[config.mk]
export PLATFORM = sky130hd
export DESIGN_NAME = hilo_muldiv_ctrl
export DESIGN_NICKNAME = d
export VERILOG_FILES = /design/src/rtl/hilo_muldiv_ctrl.sv
export SDC_FILE = /design/constraint.sdc
export NUM_CORES = 1
export LEC_CHECK = 0
export CORE_ASPECT_RATIO = 0.5
export CORE_MARGIN = 5
export CORE_UTILIZATION = 45
export CTS_CLUSTER_SIZE = 25
export DETAILED_ROUTE_END_ITERATION = 10
export PLACE_DENSITY = 0.67
export SLEW_MARGIN = 20
export SYNTH_ARGS = -nofsm -noshare
export SYNTH_HDL_FRONTEND = slang
export SYNTH_SLANG_ARGS = --single-unit
[constraint.sdc]
create_clock -name clk -period 9.75 [get_ports clk]
set_input_delay 1.95 -clock clk [delete_from_list [all_inputs] [get_ports clk]]
set_output_delay 1.95 -clock clk [all_outputs]
set_load 0.005 [all_outputs]
[src/rtl/hilo_muldiv_ctrl.sv]
// HI/LO owner for the EX stage: one-bit-per-cycle unsigned multiply (MULTU)
// and restoring divide (DIVU), plus MTHI/MTLO writes and the HI/LO hazard stall.
module hilo_muldiv_ctrl #(
    parameter int WIDTH = 32
) (
    input  logic             clk,
    input  logic             rst,
    input  logic             start,
    input  logic             is_div,
    input  logic [WIDTH-1:0] a,
    input  logic [WIDTH-1:0] b,
    input  logic             rd_hilo,
    input  logic             wr_hi,
    input  logic             wr_lo,
    input  logic [WIDTH-1:0] wdata,
    output logic [WIDTH-1:0] hi,
    output logic [WIDTH-1:0] lo,
    output logic             busy,
    output logic             done,
    output logic             stall
);

    localparam int CW = (WIDTH > 1) ? $clog2(WIDTH) : 1;

    typedef enum logic [1:0] {
        IDLE = 2'd0,
        RUN  = 2'd1,
        DONE = 2'd2
    } state_t;

    typedef struct packed {
        logic             is_div;
        logic [WIDTH-1:0] a;
        logic [WIDTH-1:0] b;
    } op_t;

    state_t           state;
    op_t              op;
    logic [CW-1:0]    cnt;
    logic [WIDTH-1:0] acc_hi;   // P_hi for multiply, remainder R for divide
    logic [WIDTH-1:0] acc_lo;   // P_lo for multiply, quotient Q for divide

    logic [WIDTH:0]   mul_sum;
    logic [WIDTH:0]   div_sh;
    logic [WIDTH-1:0] div_diff;
    logic             div_ge;
    logic [WIDTH-1:0] nxt_hi;
    logic [WIDTH-1:0] nxt_lo;

    // The remainder always ends a step below the divisor, so WIDTH bits hold it;
    // the extra shifted-out bit only matters for the compare.
    always_comb begin
        mul_sum = {1'b0, acc_hi};
        if (acc_lo[0])
            mul_sum = mul_sum + {1'b0, op.a};
        div_sh   = {acc_hi, acc_lo[WIDTH-1]};
        div_ge   = (div_sh >= {1'b0, op.b});
        div_diff = div_sh[WIDTH-1:0] - op.b;
        if (op.is_div) begin
            nxt_hi = div_ge ? div_diff : div_sh[WIDTH-1:0];
            nxt_lo = {acc_lo[WIDTH-2:0], div_ge};
        end else begin
            nxt_hi = mul_sum[WIDTH:1];
            nxt_lo = {mul_sum[0], acc_lo[WIDTH-1:1]};
        end
    end

    always_ff @(posedge clk or posedge rst) begin
        if (rst) begin
            state  <= IDLE;
            op     <= '0;
            cnt    <= '0;
            acc_hi <= '0;
            acc_lo <= '0;
            hi     <= '0;
            lo     <= '0;
            busy   <= 1'b0;
            done   <= 1'b0;
        end else begin
            case (state)
                IDLE, DONE: begin
                    done <= 1'b0;
                    if (wr_hi)
                        hi <= wdata;
                    if (wr_lo)
                        lo <= wdata;
                    if (start) begin
                        state     <= RUN;
                        busy      <= 1'b1;
                        op.is_div <= is_div;
                        op.a      <= a;
                        op.b      <= b;
                        cnt       <= '0;
                        acc_hi    <= '0;
                        acc_lo    <= is_div ? a : b;
                    end else begin
                        state <= IDLE;
                    end
                end
                RUN: begin
                    acc_hi <= nxt_hi;
                    acc_lo <= nxt_lo;
                    cnt    <= cnt + 1'b1;
                    if (cnt == CW'(WIDTH - 1)) begin
                        state <= DONE;
                        busy  <= 1'b0;
                        done  <= 1'b1;
                        hi    <= nxt_hi;
                        lo    <= nxt_lo;
                    end
                end
                default: state <= IDLE;
            endcase
        end
    end

    // busy mirrors state==RUN, so MTHI/MTLO and new issues are held off here.
    assign stall = busy & (start | rd_hilo | wr_hi | wr_lo);

endmodule

# Word level (Yosys, flattened, before mapping)
# Cells that the tools add are included.
op_classes:
  n_lt_le_gt_ge: 1
  n_bitwise: 4
  eq_ne: 7
  mux: 25
  reduce_logical: 9
  n_addsub: 3
op_table:
  columns: ["cell", "count"]
  rows:
  - ["2-to-1 mux 32 bit", 10]
  - ["one-hot mux 32 bit (2 select lines)", 4]
  - ["adder 32 x 32 -> 33 bit", 1]
  - [">= comparator 33 x 32 -> 1 bit", 1]
  - ["2-to-1 mux 33 bit", 1]
  - ["subtractor 32 bit", 1]
  - ["one-hot mux 5 bit (2 select lines)", 1]
  - ["AND reduction 3 bit", 3]
  - ["!= test 2 bit, second input constant", 4]
  - ["AND reduction 2 bit", 3]
  - ["adder 5 x 1 -> 5 bit, second input constant", 1]
  - ["equality test 5 bit, second input constant", 1]
  - ["2-to-1 mux 5 bit", 1]
  - ["2-to-1 mux 1 bit", 4]
  - ["one-hot mux 1 bit (2 select lines)", 2]
  - ["one-hot mux 2 bit (2 select lines)", 1]
  - ["OR 1 bit", 3]
  - ["equality test 2 x 1 -> 1 bit, second input constant", 1]
  - ["equality test 2 bit, second input constant", 1]
  - ["logical NOT 2 bit", 1]
  - ["2-to-1 mux 2 bit", 1]
  - ["nonzero test 2 bit", 1]
  - ["OR reduction 2 bit", 1]
  - ["AND 1 bit", 1]
word_totals:
  input_bits: 103
  output_inout_bits: 67
  elab_cells: 60
  reg_bits: 202

# Longest topological paths before layout
depth:
  ltp_word: 5
  mapped_depth: 15

# Worst setup path after synthesis
# OpenSTA, ideal clock, no wires.
synth_path:
  path_type: "input to output"
  start: "input port start"
  end: "output port stall"
  arrival_ns: 2.360
  cell_stages: 1
  path_slack_ns: 5.440
  required_ns: 7.800
  path_buffers: 0
  cell_sequence: "o41a_1"
synth_via:
  elab_chain_cells: 4
synth_lines:
  columns: ["element", "line_no", "source"]
  rows:
  - ["start: declaration", "8", "input logic start,"]
  - ["OR 1 bit (3 in a row)", "118", "assign stall = busy & (start | rd_hilo | wr_hi | wr_lo);"]
  - ["AND 1 bit", "118", null]
  - ["end: declaration", "20", "output logic stall"]
# Every way passes these cells.

# Worst setup path in the final report
# Same ends and word-level chain as after synthesis.

==> results.cfg <==
[floorplanning]
die_w_um = 251
die_h_um = 130
die_area_um2 = 32700
io_pins = 170
row_count = 44
core-area_um2 = 28800
start_util_pct = 45.4

[drt]
remaining_drc_errors = 0
wl_per_cell_um = 22.9
firstDrtPassIters = 5
vias = 12300
via_per_inst = 5.91
drtAntennaViolNets = 0
drt_iter0_drc = 1305
drt_wl_total_um = 47500

[synth]
synth_area_um2 = 13100
synth_cells = 1565
synthesis.nets = 1736
synth.distinct_cells = 67
ys_ff_latch = 202
async_flop_share_pct = 100
yosys.area.top_type = dfrtp_1
synth_area_leaders = dfrtp_1, nand2_1, ha_1, o21ai_0, a21oi_1
synth.avg_cell_area_um2 = 8.34
synthFlopType = dfrtp_1
synth_edf_count = 0
ys_seq_area_share_pct = 38.7
yosysWarnings = 0
netlist.area_leader.share_pct = 38.7

[pwr]
leakage_nw = 7.07
power_density_nw_per_um2 = 463
peakVddDrop_v = 0.000173

[setup_path]
cp_num_buf_inv = 2
cp_slowest_stage_delay_ns = 0.47
r2r_start = acc_hi[0]
cp_top_family = buffers and inverters
startpoint_type = primary input
setup.worst_path.class = in -> out
crit_slowest_cell = clkdlybuf4s50_1
cpMostUsedCell = clkdlybuf4s50_1
required_ns = 7.80
r2r_slack_ns = 5.24
crit_arrival_ns = 3.31
r2r-end = hi[23]
r2r_cells = 12
end_kind = output port
critPathMaxFanout = 3
path_cells = clkdlybuf4s50_1 > o41a_1 > clkdlybuf4s50_1

[finish]
fillers = 2720
n_antenna_cell = 0
layoutNonFillerInstCount = 2080
design_area_um2 = 15800
seq_area_um2 = 5060
final_cell_mix = nand2_1, dfrtp_1, clkdlybuf4s50_1, o21ai_0, a21oi_1
layout_commonest_cell = nand2_1
drive_above_1_share_pct = 5.51
nets = 1847
final_core_util_pct = 54.8
multi_input_area_um2 = 7490
area_growth_pct = 20.7

[global_routing]
grt_pass1_wl_um = 71900
grt_start_max_net_pins = 121
overflow = 0
antenna_found_initial = 1
grt_pass1_vias = 11700
track_usage_pct = 28.4

[sta]
whs_ns = 0.478
min_period_ns = 5.26
drv_slew = 0
finalHoldViolCount = 0
tightest_slew_ns = 1.24
finalCritPeriodShare_pct = 53.9
setup_tns_ns = 0
finClkSkew_ns = 0.0279
rsz0062_at_grt = false
fmax_mhz = 190
slew-limit-headroom_pct = 16.6
final-setup-viol-count = 0

[clock_network]
clkSlewWorstSetupHoldPaths_ns = 0.06
htree_levels = 1
cts_sinks = 202
insertion_delay_ns = 0.55
cts_tree = done
ctsResizeCount = 0
cts-root-buf = clkbuf_16
clockBufferDepth = 3
post_cts_buffers = 0
cts_buffers = 21
holdBufCountCts = 0

[min_path]
hold_class = reg -> reg
min_to = lo[9]
worstHoldStart = lo[9]
whs_path_depth = 1

[status]
status = complete, no violations

[job]
drv_cap = 0

[placement]
dp_hpwl_um = 35600
gp_congestion = 0.958
placed_cell_area_um2 = 15000
placedCellCount = 2044
portBuffers = 169
## worst max path at each step
| stage | start | endpoint | depth (start not counted) |
|---|---|---|---|
| 2_1_floorplan | rst | acc_hi[0] | 1 |
| 3_3_place_gp | start | stall | 3 |
| 3_5_place_dp | start | stall | 3 |
| 4_1_cts | start | stall | 3 |
| 5_1_grt | start | stall | 3 |
| 6_report | start | stall | 3 |
## report_power, final
| group | switching (W) | total, W | internal, W |
|---|---|---|---|
| Combinational | 0.00298 | 0.00484 | 0.00186 |
| Sequential | 0.000301 | 0.00155 | 0.00125 |
| Clock | 0.000374 | 0.000905 | 0.000531 |
## worst reg2reg max path, stage by stage, from the launching register on
cell      delay, ns
dfrtp_1        0.46
ha_1           0.26
fa_1           0.44
a21oi_1        0.25
o211ai_1       0.18
a21oi_1        0.40
o21ai_1        0.20
a31oi_1        0.47
o21ai_1        0.30
xor2_1         0.21
mux2_2         0.28
o21ai_0        0.74
a21oi_1        0.18
## synthesized netlist by cell type, types with 13 or more instances
cell,n
nand2_1,362
a21oi_1,112
o21ai_0,158
inv_1,55
xor2_1,18
a21o_1,71
nor3_1,14
mux2_2,28
a211oi_1,24
o211ai_1,25
xnor2_1,36
a31oi_1,20
mux2i_1,43
nor2b_1,13
dfrtp_1,202
ha_1,66
o22a_1,13
clkbuf_1,72
nand3_1,20
nor2_1,64
nand4_1,15
## layout make-up
class	instances	share of cell area, %
clock inverters	10	0.992
clock buffers	26	3.71
inverters	55	1.36
multi-input cells	1215	47.5
flip-flops and latches	202	32.1
repair buffers	181	11.3
well taps	391	3.10
## sequential cells by signal, indices dropped and copies added (netlist names), 2 cells and up
name    flops
hi         32
acc_lo     32
state       2
op         65
cnt         5
lo         32
acc_hi     32
## layer usage
layer | global-route usage [%] | up-vias | wire length, µm | share of wire, %
met2 | 38.4 | 498 | 18200 | 38
li1 | - | 5757 | - | -
met4 | 4.42 | 0 | 733 | 1.5
met3 | 9.36 | 51 | 5180 | 11
met5 | 0 | - | 0 | 0
met1 | 44.5 | 5992 | 23400 | 49
## logic make-up after synthesis
kind of cell / count (synthesis) / synth area share [%]
AOI/OAI and AO/OA: 504 / 24.5
muxes: 71 / 5.71
adders and majority gates: 68 / 6.63
DFF: 202 / 38.7
xor gates and xnor gates: 54 / 3.62
and+or+nand+nor: 518 / 16.4
buffers and inverters: 148 / 4.42
## per-stage QoR
step	worst slack [ns]	total power (W)
global route	4.48	0.00779
finish	4.49	0.00729
detailed placement	4.51	0.00625
floorplan	2.29	0.00467
global placement	4.50	0.00619
CTS	4.50	0.00719
(Power assumes the default switching activity.)
